===== src/rtl/sdp_y_core_triosy_pkg.sv =====
// Shared types and default sizing for the SDP Y-core cfg triosy wait controller.
package sdp_y_core_triosy_pkg;

    // Default sizing: object count, watchdog width/limit, retired-transaction counter width
    localparam int unsigned N_OBJ_DEF   = 32'd8;
    localparam int unsigned TMO_W_DEF   = 32'd10;
    localparam int unsigned TIMEOUT_DEF = 32'd1000;
    localparam int unsigned CNT_W_DEF   = 32'd16;

    // Controller FSM states
    typedef enum logic [1:0] {
        IDLE   = 2'd0,
        ISSUE  = 2'd1,
        WAIT   = 2'd2,
        RETIRE = 2'd3
    } triosy_state_e;

    // True while a transaction occupies the controller (core must stall)
    function automatic logic state_is_busy(input triosy_state_e st);
        logic busy;
        case (st)
            IDLE:    busy = 1'b0;
            ISSUE:   busy = 1'b1;
            WAIT:    busy = 1'b1;
            RETIRE:  busy = 1'b1;
            default: busy = 1'b0;
        endcase
        return busy;
    endfunction

endpackage


===== src/rtl/sdp_y_core_triosy_ack_slice.sv =====
// Per-object bookkeeping: remembers whether this object takes part in the
// current transaction and whether its bawt has been seen, and drives its
// biwt/bdwt pulses from that registered state only.
module sdp_y_core_triosy_ack_slice (
    input  logic nvdla_core_clk,
    input  logic nvdla_core_rst,
    input  logic load_en,
    input  logic load_bit,
    input  logic issue_en,
    input  logic collect_en,
    input  logic retire_en,
    input  logic bawt,
    output logic biwt,
    output logic bdwt,
    output logic complete
);

    logic pend_r;
    logic acked_r;

    // Participation bit: captured on request accept, dropped once retired
    always_ff @(posedge nvdla_core_clk or posedge nvdla_core_rst) begin
        if (nvdla_core_rst) begin
            pend_r <= 1'b0;
        end else if (load_en) begin
            pend_r <= load_bit;
        end else if (retire_en) begin
            pend_r <= 1'b0;
        end else begin
            pend_r <= pend_r;
        end
    end

    // Ack bit: cleared on accept, accumulates bawt (only while pending) in ISSUE/WAIT
    always_ff @(posedge nvdla_core_clk or posedge nvdla_core_rst) begin
        if (nvdla_core_rst) begin
            acked_r <= 1'b0;
        end else if (load_en) begin
            acked_r <= 1'b0;
        end else if (collect_en) begin
            acked_r <= acked_r | (bawt & pend_r);
        end else begin
            acked_r <= acked_r;
        end
    end

    // Pulses decode from registered state; completion feeds next-state logic only
    always_comb begin
        biwt     = issue_en & pend_r;
        bdwt     = retire_en & pend_r;
        complete = (~pend_r) | acked_r | bawt;
    end

endmodule


===== src/rtl/sdp_y_core_cfg_triosy_wait_ctrl.sv =====
// Upstream controller for the SDP Y-core cfg triosy wait datapaths.
// Issues biwt to each selected object, collects bawt, retires all selected
// objects with a single bdwt pulse and reports completion to the core.
// A watchdog forces retirement of a stuck transaction and flags a sticky error.
module sdp_y_core_cfg_triosy_wait_ctrl
    import sdp_y_core_triosy_pkg::*;
#(
    parameter int unsigned N_OBJ   = N_OBJ_DEF,
    parameter int unsigned TMO_W   = TMO_W_DEF,
    parameter int unsigned TIMEOUT = TIMEOUT_DEF,
    parameter int unsigned CNT_W   = CNT_W_DEF
) (
    input  logic             nvdla_core_clk,
    input  logic             nvdla_core_rst,
    input  logic             req_vld,
    input  logic [N_OBJ-1:0] req_mask,
    output logic             req_rdy,
    output logic             core_stall,
    output logic             done_pulse,
    output logic [N_OBJ-1:0] obj_biwt,
    output logic [N_OBJ-1:0] obj_bdwt,
    input  logic [N_OBJ-1:0] obj_bawt,
    input  logic             err_clr,
    output logic             err_timeout,
    output logic [CNT_W-1:0] xact_cnt
);

    localparam logic [TMO_W-1:0] TMO_LAST = TMO_W'(TIMEOUT - 32'd1);

    triosy_state_e    state_r;
    triosy_state_e    state_nxt_s;
    logic [TMO_W-1:0] tmo_r;
    logic [CNT_W-1:0] xact_cnt_r;
    logic             err_timeout_r;
    logic             zero_done_r;

    logic             idle_s;
    logic             issue_s;
    logic             wait_s;
    logic             retire_s;
    logic             collect_s;
    logic             accept_s;
    logic             zero_req_s;
    logic             all_done_s;
    logic             tmo_hit_s;
    logic [N_OBJ-1:0] complete_s;

    // Per-object pend/ack tracking
    for (genvar gi = 0; gi < N_OBJ; gi++) begin : g_obj
        sdp_y_core_triosy_ack_slice u_slice (
            .nvdla_core_clk (nvdla_core_clk),
            .nvdla_core_rst (nvdla_core_rst),
            .load_en        (accept_s),
            .load_bit       (req_mask[gi]),
            .issue_en       (issue_s),
            .collect_en     (collect_s),
            .retire_en      (retire_s),
            .bawt           (obj_bawt[gi]),
            .biwt           (obj_biwt[gi]),
            .bdwt           (obj_bdwt[gi]),
            .complete       (complete_s[gi])
        );
    end

    // State decode and request qualification
    always_comb begin
        idle_s     = (state_r == IDLE);
        issue_s    = (state_r == ISSUE);
        wait_s     = (state_r == WAIT);
        retire_s   = (state_r == RETIRE);
        collect_s  = issue_s | wait_s;
        accept_s   = idle_s & req_vld & (|req_mask);
        zero_req_s = idle_s & req_vld & ~(|req_mask);
        all_done_s = &complete_s;
        tmo_hit_s  = wait_s & ~all_done_s & (tmo_r == TMO_LAST);
    end

    // FSM state register
    always_ff @(posedge nvdla_core_clk or posedge nvdla_core_rst) begin
        if (nvdla_core_rst) begin
            state_r <= IDLE;
        end else begin
            state_r <= state_nxt_s;
        end
    end

    // FSM next-state logic
    always_comb begin
        state_nxt_s = state_r;
        case (state_r)
            IDLE: begin
                if (accept_s) begin
                    state_nxt_s = ISSUE;
                end else begin
                    state_nxt_s = IDLE;
                end
            end
            ISSUE: begin
                if (all_done_s) begin
                    state_nxt_s = RETIRE;
                end else begin
                    state_nxt_s = WAIT;
                end
            end
            WAIT: begin
                if (all_done_s || tmo_hit_s) begin
                    state_nxt_s = RETIRE;
                end else begin
                    state_nxt_s = WAIT;
                end
            end
            RETIRE: begin
                state_nxt_s = IDLE;
            end
            default: begin
                state_nxt_s = IDLE;
            end
        endcase
    end

    // FSM outputs, decoded from registered state only
    always_comb begin
        req_rdy     = idle_s;
        core_stall  = state_is_busy(state_r);
        done_pulse  = retire_s | zero_done_r;
        err_timeout = err_timeout_r;
        xact_cnt    = xact_cnt_r;
    end

    // Zero-mask requests complete on the following cycle without touching objects
    always_ff @(posedge nvdla_core_clk or posedge nvdla_core_rst) begin
        if (nvdla_core_rst) begin
            zero_done_r <= 1'b0;
        end else begin
            zero_done_r <= zero_req_s;
        end
    end

    // Watchdog: restarts on accept, counts every WAIT cycle
    always_ff @(posedge nvdla_core_clk or posedge nvdla_core_rst) begin
        if (nvdla_core_rst) begin
            tmo_r <= {TMO_W{1'b0}};
        end else if (accept_s) begin
            tmo_r <= {TMO_W{1'b0}};
        end else if (wait_s) begin
            tmo_r <= tmo_r + TMO_W'(1);
        end else begin
            tmo_r <= tmo_r;
        end
    end

    // Sticky timeout flag; a new timeout beats a simultaneous clear
    always_ff @(posedge nvdla_core_clk or posedge nvdla_core_rst) begin
        if (nvdla_core_rst) begin
            err_timeout_r <= 1'b0;
        end else if (tmo_hit_s) begin
            err_timeout_r <= 1'b1;
        end else if (err_clr) begin
            err_timeout_r <= 1'b0;
        end else begin
            err_timeout_r <= err_timeout_r;
        end
    end

    // Retired-transaction counter, wraps silently
    always_ff @(posedge nvdla_core_clk or posedge nvdla_core_rst) begin
        if (nvdla_core_rst) begin
            xact_cnt_r <= {CNT_W{1'b0}};
        end else if (done_pulse) begin
            xact_cnt_r <= xact_cnt_r + CNT_W'(1);
        end else begin
            xact_cnt_r <= xact_cnt_r;
        end
    end

endmodule


===== config.mk =====
export PLATFORM = sky130hd
export DESIGN_NAME = sdp_y_core_cfg_triosy_wait_ctrl
export DESIGN_NICKNAME = d
export VERILOG_FILES = /design/src/rtl/sdp_y_core_triosy_pkg.sv /design/src/rtl/sdp_y_core_triosy_ack_slice.sv /design/src/rtl/sdp_y_core_cfg_triosy_wait_ctrl.sv
export SDC_FILE = /design/constraint.sdc
export NUM_CORES = 1
export LEC_CHECK = 0
export CORE_ASPECT_RATIO = 0.5
export CORE_MARGIN = 2
export CORE_UTILIZATION = 45
export CTS_CLUSTER_SIZE = 30
export DETAILED_ROUTE_END_ITERATION = 10
export PLACE_DENSITY = 0.82
export SLEW_MARGIN = 20
export SYNTH_ARGS = -nofsm -noshare
export SYNTH_HDL_FRONTEND = slang
export SYNTH_SLANG_ARGS = --single-unit

===== constraint.sdc =====
create_clock -name nvdla_core_clk -period 4.3 [get_ports nvdla_core_clk]
set_input_delay 0.86 -clock nvdla_core_clk [delete_from_list [all_inputs] [get_ports nvdla_core_clk]]
set_output_delay 0.86 -clock nvdla_core_clk [all_outputs]
set_load 0.005 [all_outputs]

; ---- Yosys cells after proc, flatten, opt, wreduce, memory -nomap -nowiden
; Cells that the tools add are included.
[op_classes]
add_sub_neg = 2
n_eq_ne = 4
muxes = 34
n_bitwise = 65
n_reduce_logical = 9
[ops]
columns = op, n
row1 = $mux 1, 30
row2 = $and 1x1->1, 29
row3 = $or 1x1->1, 26
row4 = $mux 10, 2
row5 = $add 16x1->16 const B, 1
row6 = $add 10x1->10 const B, 1
row7 = $eq 10x10->1 const B, 1
row8 = $not 1->1, 10
row9 = $pmux 2 s4, 1
row10 = $reduce_and 8->1, 1
row11 = $reduce_bool 2->1, 4
row12 = $reduce_or 8->1, 1
row13 = $eq 2x2->1 const B, 2
row14 = $reduce_or 3->1, 1
row15 = $eq 2x1->1 const B, 1
row16 = $logic_not 2->1, 1
row17 = $pmux 1 s2, 1
row18 = $logic_or 1x1->1, 1
[totals]
register_bits = 46
inputBits = 20
word_cells = 135

; ---- Logic depth before layout (Yosys ltp)
[logic_depth]
ltp_word = 10
depth_mapped = 7
ltp_nobuf = 7

; ---- By module
; Synthesis repeated with hierarchy kept, for this count alone.
[unflattened]
hier_cells = 224
area_unflattened_um2 = 2292.2
[modules_own_cells]
columns = module, n_inst, cells_each, area_each_um2, seq_area_each_um2
row1 = sdp_y_core_cfg_triosy_wait_ctrl, 1, 136, 1471.4, 750.7
row2 = sdp_y_core_triosy_ack_slice, 8, 11, 102.6, 50.0

; ---- Worst setup path before layout
; OpenSTA, ideal clock, no wires.
[synth_timing]
path_type = reg-to-output
from = reg state_r[0]
to = out obj_bdwt[0]
arrival_ns = 1.044
path_slack_ns = 2.396
stages_incl_launch_ff = 5
path_buffers = 2
cell_sequence = dfrtp_1 -> ha_1 -> clkbuf_1 -> and2_1 -> buf_4
[synth_via]
elab_chain_cells = 2
[synth_rtl]
columns = element, line_no
row1 = from (decl), sdp_y_core_cfg_triosy_wait_ctrl.sv:30  ; triosy_state_e state_r;
row2 = from (signal assigned), sdp_y_core_cfg_triosy_wait_ctrl.sv:83  ; state_r <= state_nxt_s;
row3 = $eq 2x2->1, sdp_y_core_cfg_triosy_wait_ctrl.sv:70  ; retire_s = (state_r == RETIRE);
row4 = $and 1x1->1, sdp_y_core_triosy_ack_slice.sv:50  ; bdwt = retire_en & pend_r;
row5 = to (decl), sdp_y_core_cfg_triosy_wait_ctrl.sv:21  ; output logic [N_OBJ-1:0] obj_bdwt,
; No other way between the ends.

; ---- Worst setup path in the final report
[layout_timing]
from = reg state_r[0]
to = out done_pulse
[layout_via]
elab_chain_cells = 2
[layout_rtl]
columns = element, line_no
row1 = $eq 2x2->1, sdp_y_core_cfg_triosy_wait_ctrl.sv:70
row2 = $or 1x1->1, sdp_y_core_cfg_triosy_wait_ctrl.sv:125  ; done_pulse = retire_s | zero_done_r;
row3 = to (decl), sdp_y_core_cfg_triosy_wait_ctrl.sv:19  ; output logic done_pulse,
; No other way between the ends.

==> results <==
- The count of final hold-check violations is 0.
- Combinational logic burns 34.4% of the power.
- The hold path startpoint is xact_cnt[15]$_DFFE_PP0P_.
- The total area of sequential cells is 1150 um^2.
- After floorplanning, the core was sized to cover 4950 um^2.
- TritonCTS created 5 clock buffers.
- Cell internal power was estimated by the tool at 0.984 mW.
- The total power of the final layout is 1.50 mW.
- The wire-length estimate of the detail-placed layout is 3430 um.
- The H-tree depth is 2.
- The Yosys step of the flow raised 0 warnings.
- The floorplan step defined a die boundary enclosing 5810 um^2.
- Routability-driven placement finished with a final weighted congestion of 0.790.
- The number of different library cells used by synthesis comes to 37.
- The number of remaining DRC errors is 0.
- For this run, the detailed router's first-pass iteration total came to 5.
- Per report_power, the clock group accounts for 21.9% of the total.
- The gate count of the mapped netlist is 227.
- The first global-routing pass estimated 7530 um of wire.
- The number of cells on the critical path is 3.
- After the last flow step, the layout net total stands at 295.
- In this run, placement finished with an instance count of 332.
- The synthesized flop and latch total is 46.
- The effective utilization at floorplan is 47.1%.
- The buffering stage count on the worst path with inverters included is 1.
- The initial antenna violation count is 0.
- The final critical-path required period is 2.95 ns.
- In this design, the stage delay of the slowest critical-path cell is 0.58 ns.
- The post-layout instance area is 2940 um^2.
- The quantity of gates resized following cts is 0.
- The number of filler cells placed in the layout is 420.
- The reg-to-reg startpoint is state_r[0]$_DFF_PP0_.
- The hold-critical path depth is 1.
- Yosys mapped a number of flops with a built-in enable equal to 0.
- In the final layout, the share of cells above drive strength 1 is 7.41%.
- STA classifies the critical path endpoint as an output pin.
- In this run the vertical extent of the chip is 54.9 um.
- The total of endpoints with negative setup slack in the final report is 0.
- The net switching power is 0.519 mW.
- The number of max-cap violations is 0.
- The proportion of synthesized flip-flops having asynchronous set or reset is 100%.
- The die is 106 um wide.
- Synthesis produced a netlist with a net count of 253.
- The signal on the critical path passes through ha_1 -> or2_1 -> clkdlybuf4s50_1.
- The minimum setup slack in the final design is 1.35 ns.
- The largest fanout of any net on the critical path is 15.
- The worst-case vdd ir drop is 0.193 mV.
- The cell count of the worst reg-to-reg path is 6.
- Broken down by cell family, the worst path's largest delay share belongs to buffers and inverters.
- The most used flip-flop cell after synthesis is sky130_fd_sc_hd__dfrtp_1.
- The maximum operating frequency is 339 MHz.
- The post-place instance area is 2830 um^2.
- The kind of critical path is register to output pin.
- During I/O placement, the number of pins put on the boundary was 56.
- After routing, the total negative slack on setup checks comes to 0 ns.
- The startpoint class of the critical path is a register.
- Summing all multi-input logic gate instances after layout gives 1010 um^2.
- The data required time of the worst path is 3.44 ns.
- For the pin with the worst max-slew slack, the measured transition is 0.562 ns.
- The via count of the first global-routing pass is 1643.
- The clock latency reported for the late side of the worst-skew pair is 0.30 ns.
- After the first detailed-routing iteration, the DRC count stood at 88.
- The slowest stage of the critical path is the sky130_fd_sc_hd__clkdlybuf4s50_1 cell.
- In this run the core area contains 18 standard-cell rows.
- The total count of max-transition violations in the final report came to 0.
- The wire length per cell after detailed routing is 13.6 um.
- Dividing total power by cell area gives a power density of 511 nW/um^2.
- Hold repair after CTS inserted 0 buffers.
- The standby leakage power is 1.27 nW.
- Detailed routing inserted a total of 1691 vias.
- The number of non-filler instances in the completed layout is 340.
- The clock passes through at most 2 buffers.
- The data arrival time of the critical path is 2.09 ns.
- The switching portion of total power is 34.5%.
- The master cell of the clock root buffer is sky130_fd_sc_hd__clkbuf_8.
- The average via count per standard cell is 4.97.
- The most critical setup path has its startpoint at state_r[0]$_DFF_PP0_.
- TritonCTS built the clock tree.
- Setup repair after global routing left no endpoint under its margin.
- Dividing the synthesized area by the synthesized cell count gives 10.3 um^2.
- The maximum number of pins on one net before global-route repair is 47.
- The flow ran to the end, and the final reports show no timing, DRC or antenna violations.
- The count of nets left with antenna violations once routing finished came out at 0.
- The cell area after synthesis is 2330 um^2.
- Post-CTS timing repair inserted 0 buffers for setup.
- The final global-route overflow total is 0.
- The worst max-slew margin expressed relative to the limit is 62.5%.
- The all-layer global routing usage is 17.1%.
- Of the total power, registers draw 43.7%.
- Wires add up to 4620 um.
- Clock-pin slew was measured on the worst setup and hold paths at 0.09 ns.
- Dividing the final minimum period by the clock period gives 68.6%.
- The classification of the worst-slack hold path is register to register.
- Prior to clock tree synthesis, the placed netlist has a worst setup slack of 1.69 ns.
- The number of antenna diodes in the final layout is 0.
- Buffers placed on the I/O ports in this run total 55.
- The clock sink count is 46.
- The share of synthesized area occupied by flip-flops and latches is 49.4%.
- Relative to the synthesized area, the layout overhead comes to 26.1%.
- For the final database, setup skew stands at 0.00969 ns.
final timing paths:
kind | slack [ns] | endpoint
setup / recovery | 1.35 | done_pulse
hold / removal | 0.48 | xact_cnt[15]$_DFFE_PP0P_
setup reg to reg | 2.34 | xact_cnt[12]$_DFFE_PP0P_
hold reg to reg | 0.48 | xact_cnt[15]$_DFFE_PP0P_
max in group asynchronous | 2.91 | zero_done_r$_DFF_PP0_
min in group asynchronous | 1.01 | xact_cnt[9]$_DFFE_PP0P_
cells in the mapped netlist (all sizes together), types with 2 or more instances:
master / instances / area (um^2)
a22oi: 2 / 15.0
xor2: 11 / 96.3
buf: 21 / 156
nand2b: 6 / 37.5
or2: 2 / 15.0
inv: 5 / 18.8
nand3: 8 / 40.0
ha: 6 / 75.1
nor2: 34 / 145
nand4: 8 / 65.1
nor4: 2 / 25.0
and3: 3 / 18.8
dfrtp: 46 / 1150
nand2: 17 / 63.8
o21ai: 5 / 25.0
and2: 16 / 100
xnor2: 13 / 114
a32o: 3 / 30.0
a31oi: 8 / 50.1
area by class of cell:
type                       instances  share of cell area (%)
clock buffer                       5                    2.34
inverter                           5                   0.638
timing repair buffer              57                    19.2
tap                               70                    2.98
clock inverter                     3                    1.49
multi-input combinational        154                    34.2
sequential                        46                    39.1
metal layers:
layer / track usage [%] / vias to the layer above / share of wire (%)
li1: - / 827 / -
met1: 21.0 / 806 / 45
met2: 30.6 / 52 / 49
met3: 3.98 / 6 / 5.2
met4: 6.80 / 0 / 1.0
met5: 0 / - / 0
registers in the layout, indices dropped and copies added (netlist names):
signal	flops
g_obj.u_slice.acked_r	8
err_timeout	1
g_obj.u_slice.pend_r	8
zero_done_r	1
state_r	2
xact_cnt	16
tmo_r	10
power by group through the flow:
| stage | sequential (mW) | clock (mW) | combinational [mW] |
|---|---|---|---|
| CTS | 0.656 | 0.337 | 0.524 |
| floorplan | 0.638 | 0 | 0.353 |
| global placement | 0.655 | 0 | 0.493 |
| global route | 0.679 | 0.352 | 0.577 |
| detailed placement | 0.662 | 0 | 0.524 |
| finish | 0.657 | 0.329 | 0.517 |
worst register-to-register path, cell delays in order, from the launching register on:
cell and delay [ns]:
sky130_fd_sc_hd__dfrtp_1 0.40, sky130_fd_sc_hd__ha_1 0.42, sky130_fd_sc_hd__or2_1 0.38, sky130_fd_sc_hd__nand3_1 0.24, sky130_fd_sc_hd__nor2_4 0.17, sky130_fd_sc_hd__nand3_1 0.10
sky130_fd_sc_hd__xnor2_1 0.13
logic make-up (layout without fill, tap and decap cells):
kind of cell | Yosys count | after routing | share of synthesized area, %
xor+xnor | 24 | 24 | 9.01
simple gates | 99 | 99 | 22.8
flops | 46 | 46 | 49.4
buf+inv | 27 | 70 | 7.67
fa+ha+maj | 6 | 6 | 3.22
mux | 2 | 2 | 0.912
compound gates | 23 | 23 | 7.03
through the flow:
| stage | utilization [%] | hold slack [ns] |
|---|---|---|
| 4_1_cts | 59.4 | 0.487 |
| 3_5_place_dp | 57.1 | 0.475 |
| 3_3_place_gp | 57.1 | 0.473 |
| 2_1_floorplan | - | 0.463 |
| 5_1_grt | 59.4 | 0.496 |
| 6_report | 59.4 | 0.477 |
placed cells by master (no fill, tap or decap), drive strengths merged:
master         netlist  final
clkbuf               1      5
nand2               17     17
a32o                 3      3
nor4                 2      2
a21oi                1      1
xnor2               13     13
o22a                 1      1
xor2                11     11
ha                   6      6
and2                16     16
o21ai                5      5
dfrtp               46     46
and3                 3      3
nand4                8      8
buf                 21      2
bufinv               0      1
a22oi                2      2
a31oi                8      8
nand3                8      8
mux2                 1      1
a22o                 1      1
nor3b                1      1
clkdlybuf4s50        0     55
and4                 1      1
inv                  5      5
o22ai                1      1
or2                  2      2
nand2b               6      6
nor3                 1      1
nor2                34     34
mux2i                1      1
a2111oi              1      1
clkinv               0      2
Note: power is estimated with default switching activity, not from simulation.
